===== src/rtl/s_term_frame_writer_pkg.sv =====
// Shared types and constants for the frame writer.
// FRAME_WRITER_CHECKSUM_EN (optional) adds a header^data checksum word to each transaction.
package s_term_frame_writer_pkg;

    typedef enum logic [2:0] {
        IDLE,
        WAIT_DATA,
        WAIT_CHK,
        SETUP,
        STROBE,
        HOLD
    } frame_writer_state_t;

    localparam logic [7:0] SYNC_BYTE_DEFAULT = 8'hFA;

    // Header word layout
    localparam int unsigned HDR_SYNC_MSB = 31;
    localparam int unsigned HDR_SYNC_LSB = 24;
    localparam int unsigned HDR_ADDR_MSB = 23;
    localparam int unsigned HDR_ADDR_LSB = 16;

endpackage


===== src/rtl/s_term_frame_writer_if.sv =====
// Upstream valid/ready word stream feeding the frame writer.
interface s_term_frame_writer_if #(
    parameter int unsigned DataWidth = 32
);
    logic                 s_valid;
    logic                 s_ready;
    logic [DataWidth-1:0] s_data;

    modport master (output s_valid, output s_data, input s_ready);
    modport slave  (input s_valid, input s_data, output s_ready);
endinterface


===== src/rtl/s_term_frame_writer_frame_strobe_decoder.sv =====
// Combinational address-to-one-hot strobe decoder with enable.
module frame_strobe_decoder #(
    parameter int unsigned NumFrames = 20
) (
    input  logic                 en,
    input  logic [7:0]           addr,
    output logic [NumFrames-1:0] strobe
);
    always_comb begin
        strobe = '0;
        for (int unsigned i = 0; i < NumFrames; i++) begin
            if (en && (32'(addr) == i)) begin
                strobe[i] = 1'b1;
            end
        end
    end
endmodule


===== src/rtl/s_term_frame_writer.sv =====
// Frame writer: header/data(/checksum) words -> one-hot frame strobe into a column.
// Optional checksum word enabled by defining FRAME_WRITER_CHECKSUM_EN.
module s_term_frame_writer
    import s_term_frame_writer_pkg::*;
#(
    parameter int unsigned FrameBitsPerRow = 32,
    parameter int unsigned MaxFramesPerCol = 20,
    parameter logic [7:0]  SyncByte        = SYNC_BYTE_DEFAULT
) (
    input  logic                       CLK,
    input  logic                       RST,
    s_term_frame_writer_if.slave       s_if,
    output logic [FrameBitsPerRow-1:0] FrameData,
    output logic [MaxFramesPerCol-1:0] FrameStrobe,
    output logic                       busy,
    output logic                       err,
    output logic [7:0]                 frames_written
);

    frame_writer_state_t        state_q, state_d;
    logic [7:0]                 addr_q, addr_d;
    logic [FrameBitsPerRow-1:0] frame_data_q, frame_data_d;
    logic                       err_q, err_d;
    logic [7:0]                 fw_q, fw_d;
    logic                       ready;
    logic                       hdr_ok;
`ifdef FRAME_WRITER_CHECKSUM_EN
    logic [FrameBitsPerRow-1:0] hdr_q, hdr_d;
    logic [FrameBitsPerRow-1:0] data_q, data_d;
`endif

    assign hdr_ok = (s_if.s_data[HDR_SYNC_MSB:HDR_SYNC_LSB] == SyncByte) &&
                    (32'(s_if.s_data[HDR_ADDR_MSB:HDR_ADDR_LSB]) < MaxFramesPerCol);

    always_comb begin
        state_d      = state_q;
        addr_d       = addr_q;
        frame_data_d = frame_data_q;
        err_d        = 1'b0;
        fw_d         = fw_q;
        ready        = 1'b0;
`ifdef FRAME_WRITER_CHECKSUM_EN
        hdr_d        = hdr_q;
        data_d       = data_q;
`endif
        case (state_q)
            IDLE: begin
                ready = 1'b1;
                if (s_if.s_valid) begin
                    if (hdr_ok) begin
                        addr_d  = s_if.s_data[HDR_ADDR_MSB:HDR_ADDR_LSB];
                        state_d = WAIT_DATA;
`ifdef FRAME_WRITER_CHECKSUM_EN
                        hdr_d   = s_if.s_data;
`endif
                    end else begin
                        err_d = 1'b1;
                    end
                end
            end
            WAIT_DATA: begin
                ready = 1'b1;
                if (s_if.s_valid) begin
`ifdef FRAME_WRITER_CHECKSUM_EN
                    data_d  = s_if.s_data;
                    state_d = WAIT_CHK;
`else
                    // FrameData is loaded only on entry to SETUP
                    frame_data_d = s_if.s_data;
                    state_d      = SETUP;
`endif
                end
            end
            WAIT_CHK: begin
                ready = 1'b1;
`ifdef FRAME_WRITER_CHECKSUM_EN
                if (s_if.s_valid) begin
                    if (s_if.s_data == (hdr_q ^ data_q)) begin
                        frame_data_d = data_q;
                        state_d      = SETUP;
                    end else begin
                        err_d   = 1'b1;
                        state_d = IDLE;
                    end
                end
`else
                state_d = IDLE;
`endif
            end
            SETUP:  state_d = STROBE;
            STROBE: begin
                fw_d    = fw_q + 8'd1;
                state_d = HOLD;
            end
            HOLD:    state_d = IDLE;
            default: state_d = IDLE;
        endcase
    end

    always_ff @(posedge CLK) begin
        if (RST) begin
            state_q      <= IDLE;
            addr_q       <= '0;
            frame_data_q <= '0;
            err_q        <= 1'b0;
            fw_q         <= '0;
`ifdef FRAME_WRITER_CHECKSUM_EN
            hdr_q        <= '0;
            data_q       <= '0;
`endif
        end else begin
            state_q      <= state_d;
            addr_q       <= addr_d;
            frame_data_q <= frame_data_d;
            err_q        <= err_d;
            fw_q         <= fw_d;
`ifdef FRAME_WRITER_CHECKSUM_EN
            hdr_q        <= hdr_d;
            data_q       <= data_d;
`endif
        end
    end

    frame_strobe_decoder #(
        .NumFrames(MaxFramesPerCol)
    ) u_decoder (
        .en    (state_q == STROBE),
        .addr  (addr_q),
        .strobe(FrameStrobe)
    );

    assign s_if.s_ready   = ready;
    assign FrameData      = frame_data_q;
    assign busy           = (state_q != IDLE);
    assign err            = err_q;
    assign frames_written = fw_q;

endmodule

===== src/flat_wrapper.sv =====
// flat-port wrapper written by rule: the top's interface ports become plain ports
module s_term_frame_writer_flat import s_term_frame_writer_pkg::*;
#(
    parameter int unsigned FrameBitsPerRow = 32,
    parameter int unsigned MaxFramesPerCol = 20,
    parameter logic [7:0]  SyncByte        = SYNC_BYTE_DEFAULT
)
  (CLK, RST, FrameData, FrameStrobe, busy, err, frames_written, s_if_s_valid, s_if_s_data, s_if_s_ready);
  s_term_frame_writer_if s_if_i ();
  input  logic CLK;
  input  logic RST;
  output logic [FrameBitsPerRow-1:0] FrameData;
  output logic [MaxFramesPerCol-1:0] FrameStrobe;
  output logic busy;
  output logic err;
  output logic [7:0] frames_written;
  input wire logic [$bits(s_if_i.s_valid)-1:0] s_if_s_valid;
  input wire logic [$bits(s_if_i.s_data)-1:0] s_if_s_data;
  output wire logic [$bits(s_if_i.s_ready)-1:0] s_if_s_ready;
  assign s_if_i.s_valid = s_if_s_valid;
  assign s_if_i.s_data = s_if_s_data;
  assign s_if_s_ready = s_if_i.s_ready;
  s_term_frame_writer #(.FrameBitsPerRow(FrameBitsPerRow), .MaxFramesPerCol(MaxFramesPerCol), .SyncByte(SyncByte)) u_core (.CLK(CLK), .RST(RST), .s_if(s_if_i), .FrameData(FrameData), .FrameStrobe(FrameStrobe), .busy(busy), .err(err), .frames_written(frames_written));
endmodule

===== config.mk =====
export PLATFORM = sky130hd
export DESIGN_NAME = s_term_frame_writer_flat
export DESIGN_NICKNAME = d
export VERILOG_FILES = /design/src/rtl/s_term_frame_writer_pkg.sv /design/src/rtl/s_term_frame_writer_if.sv /design/src/rtl/s_term_frame_writer_frame_strobe_decoder.sv /design/src/rtl/s_term_frame_writer.sv /design/src/flat_wrapper.sv
export SDC_FILE = /design/constraint.sdc
export NUM_CORES = 1
export LEC_CHECK = 0
export ABC_AREA = 1
export BUFFER_PORTS_ARGS = -buffer_cell sky130_fd_sc_hd__buf_2
export CAP_MARGIN = 10
export CORE_UTILIZATION = 45
export CTS_CLUSTER_SIZE = 10
export DETAILED_ROUTE_END_ITERATION = 16
export PLACE_DENSITY = 0.86
export SETUP_SLACK_MARGIN = 0.4
export SLEW_MARGIN = 20
export SYNTH_ARGS = -nofsm -noshare
export SYNTH_HDL_FRONTEND = slang
export SYNTH_SLANG_ARGS = --single-unit

===== constraint.sdc =====
create_clock -name CLK -period 1.6 [get_ports CLK]
set_clock_uncertainty 0.05 [all_clocks]
set_input_delay 0.24 -clock CLK [delete_from_list [all_inputs] [get_ports CLK]]
set_output_delay 0.24 -clock CLK [all_outputs]
set_load 0.05 [all_outputs]

**Yosys cells after proc, flatten, opt, wreduce, memory -nomap -nowiden**

Cells that the tools add are included.

- Register bits after elaboration: 52
- Memories: 0
- Memory bits (read-only): 0
- Output and inout port bits: 63
- Latch bits: 0
- Word-level logic and storage cells: 91
- RAM bits: 0
- Input bits: 35

- Reductions and logical operators: 29
- Bitwise logic cells: 2
- $add $sub $neg: 1
- Shift-type cells: 0
- Magnitude comparators: 1
- Div/mod/pow operators: 0
- Muxes and demuxes: 26
- Multipliers: 0
- Eq/ne operators: 27

Operators by type and width:

| cell | number |
|---|---|
| $eq 8x4->1 const B | 8 |
| $eq 8x3->1 const B | 4 |
| $eq 8x5->1 const B | 4 |
| $mux 1 | 22 |
| $logic_and 1x1->1 | 21 |
| $eq 8x2->1 const B | 2 |
| $pmux 3 s4 | 1 |
| $mux 3 | 3 |
| $add 8x1->8 const B | 1 |
| $eq 8x1->1 const B | 1 |
| $eq 8x8->1 const B | 1 |
| $logic_not 8->1 | 1 |
| $lt 8x5->1 const B | 1 |
| $eq 3x2->1 const B | 2 |
| $reduce_and 3->1 | 2 |
| $reduce_or 3->1 | 2 |
| $ne 2x2->1 const B | 2 |
| $eq 3x1->1 const B | 1 |
| $eq 3x3->1 const B | 1 |
| $logic_not 3->1 | 1 |
| $reduce_bool 3->1 | 1 |
| $ne 2x1->1 const B | 1 |
| $not 1->1 | 2 |
| $reduce_and 2->1 | 1 |

**Depth between registers and ports, before layout**

- Depth in word-level cells: 5
- Depth in mapped cells: 8
- Gate-level depth less buffers: 8

**Hierarchy**

From an unflattened synthesis, not the netlist that was laid out.

- Cells, all modules: 323
- Area total of the unflattened synthesis: 2259.7 um^2

Modules (own cells, without submodules):

| module | seq. area each (um^2) | area an instance (um^2) | cells each | times used |
|---|---|---|---|---|
| s_term_frame_writer | 1041.0 | 2049.5 | 279 | 1 |
| frame_strobe_decoder | 0.0 | 210.2 | 44 | 1 |

**Worst setup path after synthesis**

Ideal clock, no wire load.

- Path kind: register to output
- Start: reg u_core.state_q[0]
- End: out FrameStrobe[16]
- Arrival time: 1.888 ns
- Path buffers: 0
- Stages on the path, launching flop included: 6
- Required time: 1.310 ns
- Setup slack: -0.578 ns
- Cell sequence: dfxtp_1 nor2_4 nand2_2 inv_2 nand4_1 nor3_1

- Cells in the longest elaborated chain, start to end: 3

RTL lines:

| element | line | text |
|---|---|---|
| start, declared | s_term_frame_writer.sv:20 | `frame_writer_state_t state_q, state_d;` |
| start signal, assigned | s_term_frame_writer.sv:112 | `state_q <= state_d;` |
| $eq 3x3->1 | s_term_frame_writer.sv:127 | `.en (state_q == STROBE),` |
| $logic_and 1x1->1 | s_term_frame_writer_frame_strobe_decoder.sv:12 | `if (en && (32'(addr) == i)) begin` |
| $mux 1 | s_term_frame_writer_frame_strobe_decoder.sv:12 |  |
| end, declared | flat_wrapper.sv:13 | `output logic [MaxFramesPerCol-1:0] FrameStrobe;` |

No other way between the ends.

**Worst setup path in the final report**

- Start: reg u_core.state_q[0]
- End: out FrameStrobe[2]

Same word-level chain as after synthesis.

==> results.py <==
metrics = {
    "placement": {
        "portBuffers": 97,
        "place_area_um2": 3070,
        "place_ws_ns": -0.111,
        "gp_congestion": 0.721,
        "dp_hpwl_um": 3830,
    },
    "clock_network": {
        "cts_buffers": 5,
        "cts-root-buf": "clkbuf_8",
        "tritoncts": "yes",
        "numClockSinks": 52,
        "clk_pin_slew_ns": 0.10,
        "cts_max_path_buffers": 2,
        "clk_latency_ns": 0.31,
        "cts_hold_buf": 0,
        "h-tree-depth": 2,
    },
    "sta": {
        "maxSlewViolCount": 0,
        "min_period_ns": 2.04,
        "hold_viol": 0,
        "hold_ws_ns": 0.118,
        "tightest_slew_ns": 0.613,
        "relSlewSlack_pct": 59.1,
        "fin_crit_sh_pct": 127,
        "rsz0062_at_grt": "true",
        "setup_ws_ns": -0.436,
        "fmaxAchievable_mhz": 491,
        "setup_viol_count_final": 36,
    },
    "floorplanning": {
        "core_area_um2": 4720,
        "die_w_um": 71.9,
        "die_area_um2": 5170,
        "start_util_pct": 46.5,
        "ios": 98,
        "die_y_um": 71.9,
        "rows": 25,
    },
    "synth": {
        "synth-adder-area-share_pct": 0.569,
        "synthDistinctLibCells": 23,
        "synth_top_area_share_pct": 47.4,
        "ys_ff_latch": 52,
        "syn_area_um2": 2200,
        "synth_cells": 308,
        "synth.yosys.seq_area_share_pct": 47.4,
        "synth_compound_area_share_pct": 11.5,
        "synth_area_leaders": "dfxtp_1, nor2_1, o21ai_0",
        "synth_xor_area_share_pct": 0,
        "synthMuxAreaShare_pct": 0,
        "yosysTopAreaCell": "dfxtp_1",
        "synthSimpleGateAreaFrac_pct": 31.8,
        "ys_warn_count": 0,
        "syn_avg_cell_area_um2": 7.13,
        "synth_nets": 344,
        "synth_top_family_by_area": "simple AND/OR/NAND/NOR gates",
    },
    "power_and_ir_drop": {
        "clkPwrFrac_pct": 35.9,
        "p_int_uw": 1710,
        "p_leak_uw": 0.00188,
        "peakVddDrop_uv": 772,
        "power_frac_seq_pct": 56.8,
        "total_power_uw": 2270,
        "swShare_pct": 24.7,
        "power.density_nw_per_um2": 514,
        "pwr-share-comb_pct": 7.3,
        "switchingPower_uw": 560,
    },
    "status": {
        "status": "complete, but fails checks",
        "violations": "setup timing",
    },
    "critical_path": {
        "cp-start-kind": "register",
        "cp-endpoint": "FrameStrobe[2]",
        "cp_top_family": "simple AND/OR/NAND/NOR gates",
        "worst-path-max-fanout": 4,
        "reg2reg_from": "u_core.state_q[2]$_SDFFE_PP0P_",
        "worst-setup-path-type": "register to primary output",
        "cp.required_ns": 1.31,
        "cp.buffers_inverters": 1,
        "path_cells": "nor2_4 -> nand2_4 -> nor2_4 -> nand3_4 -> nor2_4 -> buf_8",
        "cp_slowest_cell": "dfxtp_2",
        "startpoint": "u_core.state_q[0]$_SDFFE_PP0P_",
        "cp.depth": 6,
        "cp_slowest_stage_delay_ns": 0.35,
        "crit_arrival_ns": 1.75,
        "crit_path_end_kind": "primary output",
        "worstReg2RegEnd": "u_core.FrameData[30]$_SDFFE_PP0P_",
        "path_common_cell": "nor2_4",
        "r2r_slack_ns": -0.08,
        "reg2reg_depth": 9,
    },
    "global_route": {
        "grt_pass1_vias": 2437,
        "grt_pass1_wl_um": 11500,
        "antenna_found_initial": 0,
        "grt_use_total_pct": 28.9,
        "grt_max_degree": 28,
        "grt-ovfl-total": 0,
    },
    "cells_and_area": {
        "final_cell_mix": "buf_6, nor2_4, nor2_1",
        "nets": 472,
        "fillers": 143,
        "layout_commonest_cell": "buf_6",
        "finish.utilization_pct": 93.4,
        "syn_to_final_growth_pct": 101,
        "finish.instance_area_um2": 4410,
        "drive_gt1_share_pct": 63.8,
        "register_area_um2": 1080,
        "antennaDiodeCount": 0,
        "multi_input_area_um2": 1610,
    },
    "route": {
        "drt_first_pass_iters": 4,
        "wirelength_um": 9560,
        "vias": 2755,
        "detail-route-antenna-nets": 0,
        "via_per_inst": 5.47,
        "post_drt_wl_per_cell_um": 19.0,
        "drt_iter0_drc": 160,
        "drc": 0,
    },
    "worst_hold_path": {
        "hp-class": "primary input to register",
    },
    "job": {
        "timing.max_cap.violations": 0,
    },
}
==> cell usage after synthesis (all sizes together) <==
library cell and number:
buf 4, nor3 7, clkbuf 7, nand2 37, nand3 16, dfxtp 52
inv 34, nor2 93, nand3b 1, nand4 6, o21ai 36, ha 1
a21oi 13, o21a 1
==> worst reg2reg max path, delay by kind of cell, from the launching register on <==
family | cells | cell delay, ns
buffers and inverters | 5 | 0.69
AND/OR/NAND/NOR | 4 | 0.52
flip-flops | 1 | 0.36
==> registers in the layout (all words and copies together), names as in the netlist <==
signal	cells
u_core.state_q	3
u_core.frames_written	8
u_core.err	1
u_core.FrameData	32
u_core.addr_q	8
==> power groups by stage <==
| stage | Combinational (uW) | Clock, uW | Sequential [uW] |
|---|---|---|---|
| floorplan | 52.7 | 0 | 1330 |
| global placement | 113 | 0 | 1320 |
| detailed placement | 117 | 0 | 1320 |
| CTS | 141 | 775 | 1290 |
| global route | 173 | 847 | 1290 |
| finish | 164 | 813 | 1290 |
==> worst min-delay path by stage <==
stage,slack (ns),end,cells past startpoint,startpoint
floorplan,0.34,u_core.FrameData[16]$_SDFFE_PP0P_,2,s_if_s_data[16]
global placement,0.38,u_core.frames_written[6]$_SDFFE_PP0N_,2,u_core.frames_written[6]$_SDFFE_PP0N_
detailed placement,0.40,u_core.frames_written[6]$_SDFFE_PP0N_,2,u_core.frames_written[6]$_SDFFE_PP0N_
CTS,0.11,u_core.FrameData[4]$_SDFFE_PP0P_,3,s_if_s_data[4]
global route,0.12,u_core.FrameData[12]$_SDFFE_PP0P_,3,s_if_s_data[12]
finish,0.12,u_core.FrameData[12]$_SDFFE_PP0P_,3,s_if_s_data[12]
==> through the flow <==
stage / setup TNS [ns] / cells
final: -7.71 / 504
after global placement: -0.857 / 473
after detailed placement: -1.33 / 473
after floorplan: -0.838 / 308
after global routing: -10.30 / 504
after CTS: -6.12 / 500
==> layer usage <==
| layer | GRT usage [%] | share of wire (%) | vias to the layer above |
|---|---|---|---|
| met5 | 0 | 0 | - |
| met4 | 10.9 | 4.2 | 0 |
| met1 | 32.0 | 35 | 1326 |
| met2 | 53.9 | 55 | 151 |
| li1 | - | - | 1238 |
| met3 | 6.19 | 5.9 | 40 |
==> cell families after synthesis <==
| kind of cell | after synthesis |
|---|---|
| AO/OA/AOI/OAI | 50 |
| adder cells (fa/ha/maj) | 1 |
| AND/OR/NAND/NOR | 160 |
| flip-flops | 52 |
| buffers and inverters | 45 |
==> cell type report <==
cell class,count,area share (%)
multi-input cells,211,36.6
well taps,67,1.90
clock buffers,8,2.04
repair buffers,132,31.7
inverters,34,3.23
flip-flops and latches,52,24.5
==> timing repair <==
item / CTS / global route
pin swaps: 43 / 25
hold endpoints to repair: 0 / 0
cloned: 6 / 1
endpoints found under the setup margin: 79 / 108
setup buffers: 13 / 3
gates resized for setup: 195 / 127
No activity file was read; power rests on OpenSTA's default activity.
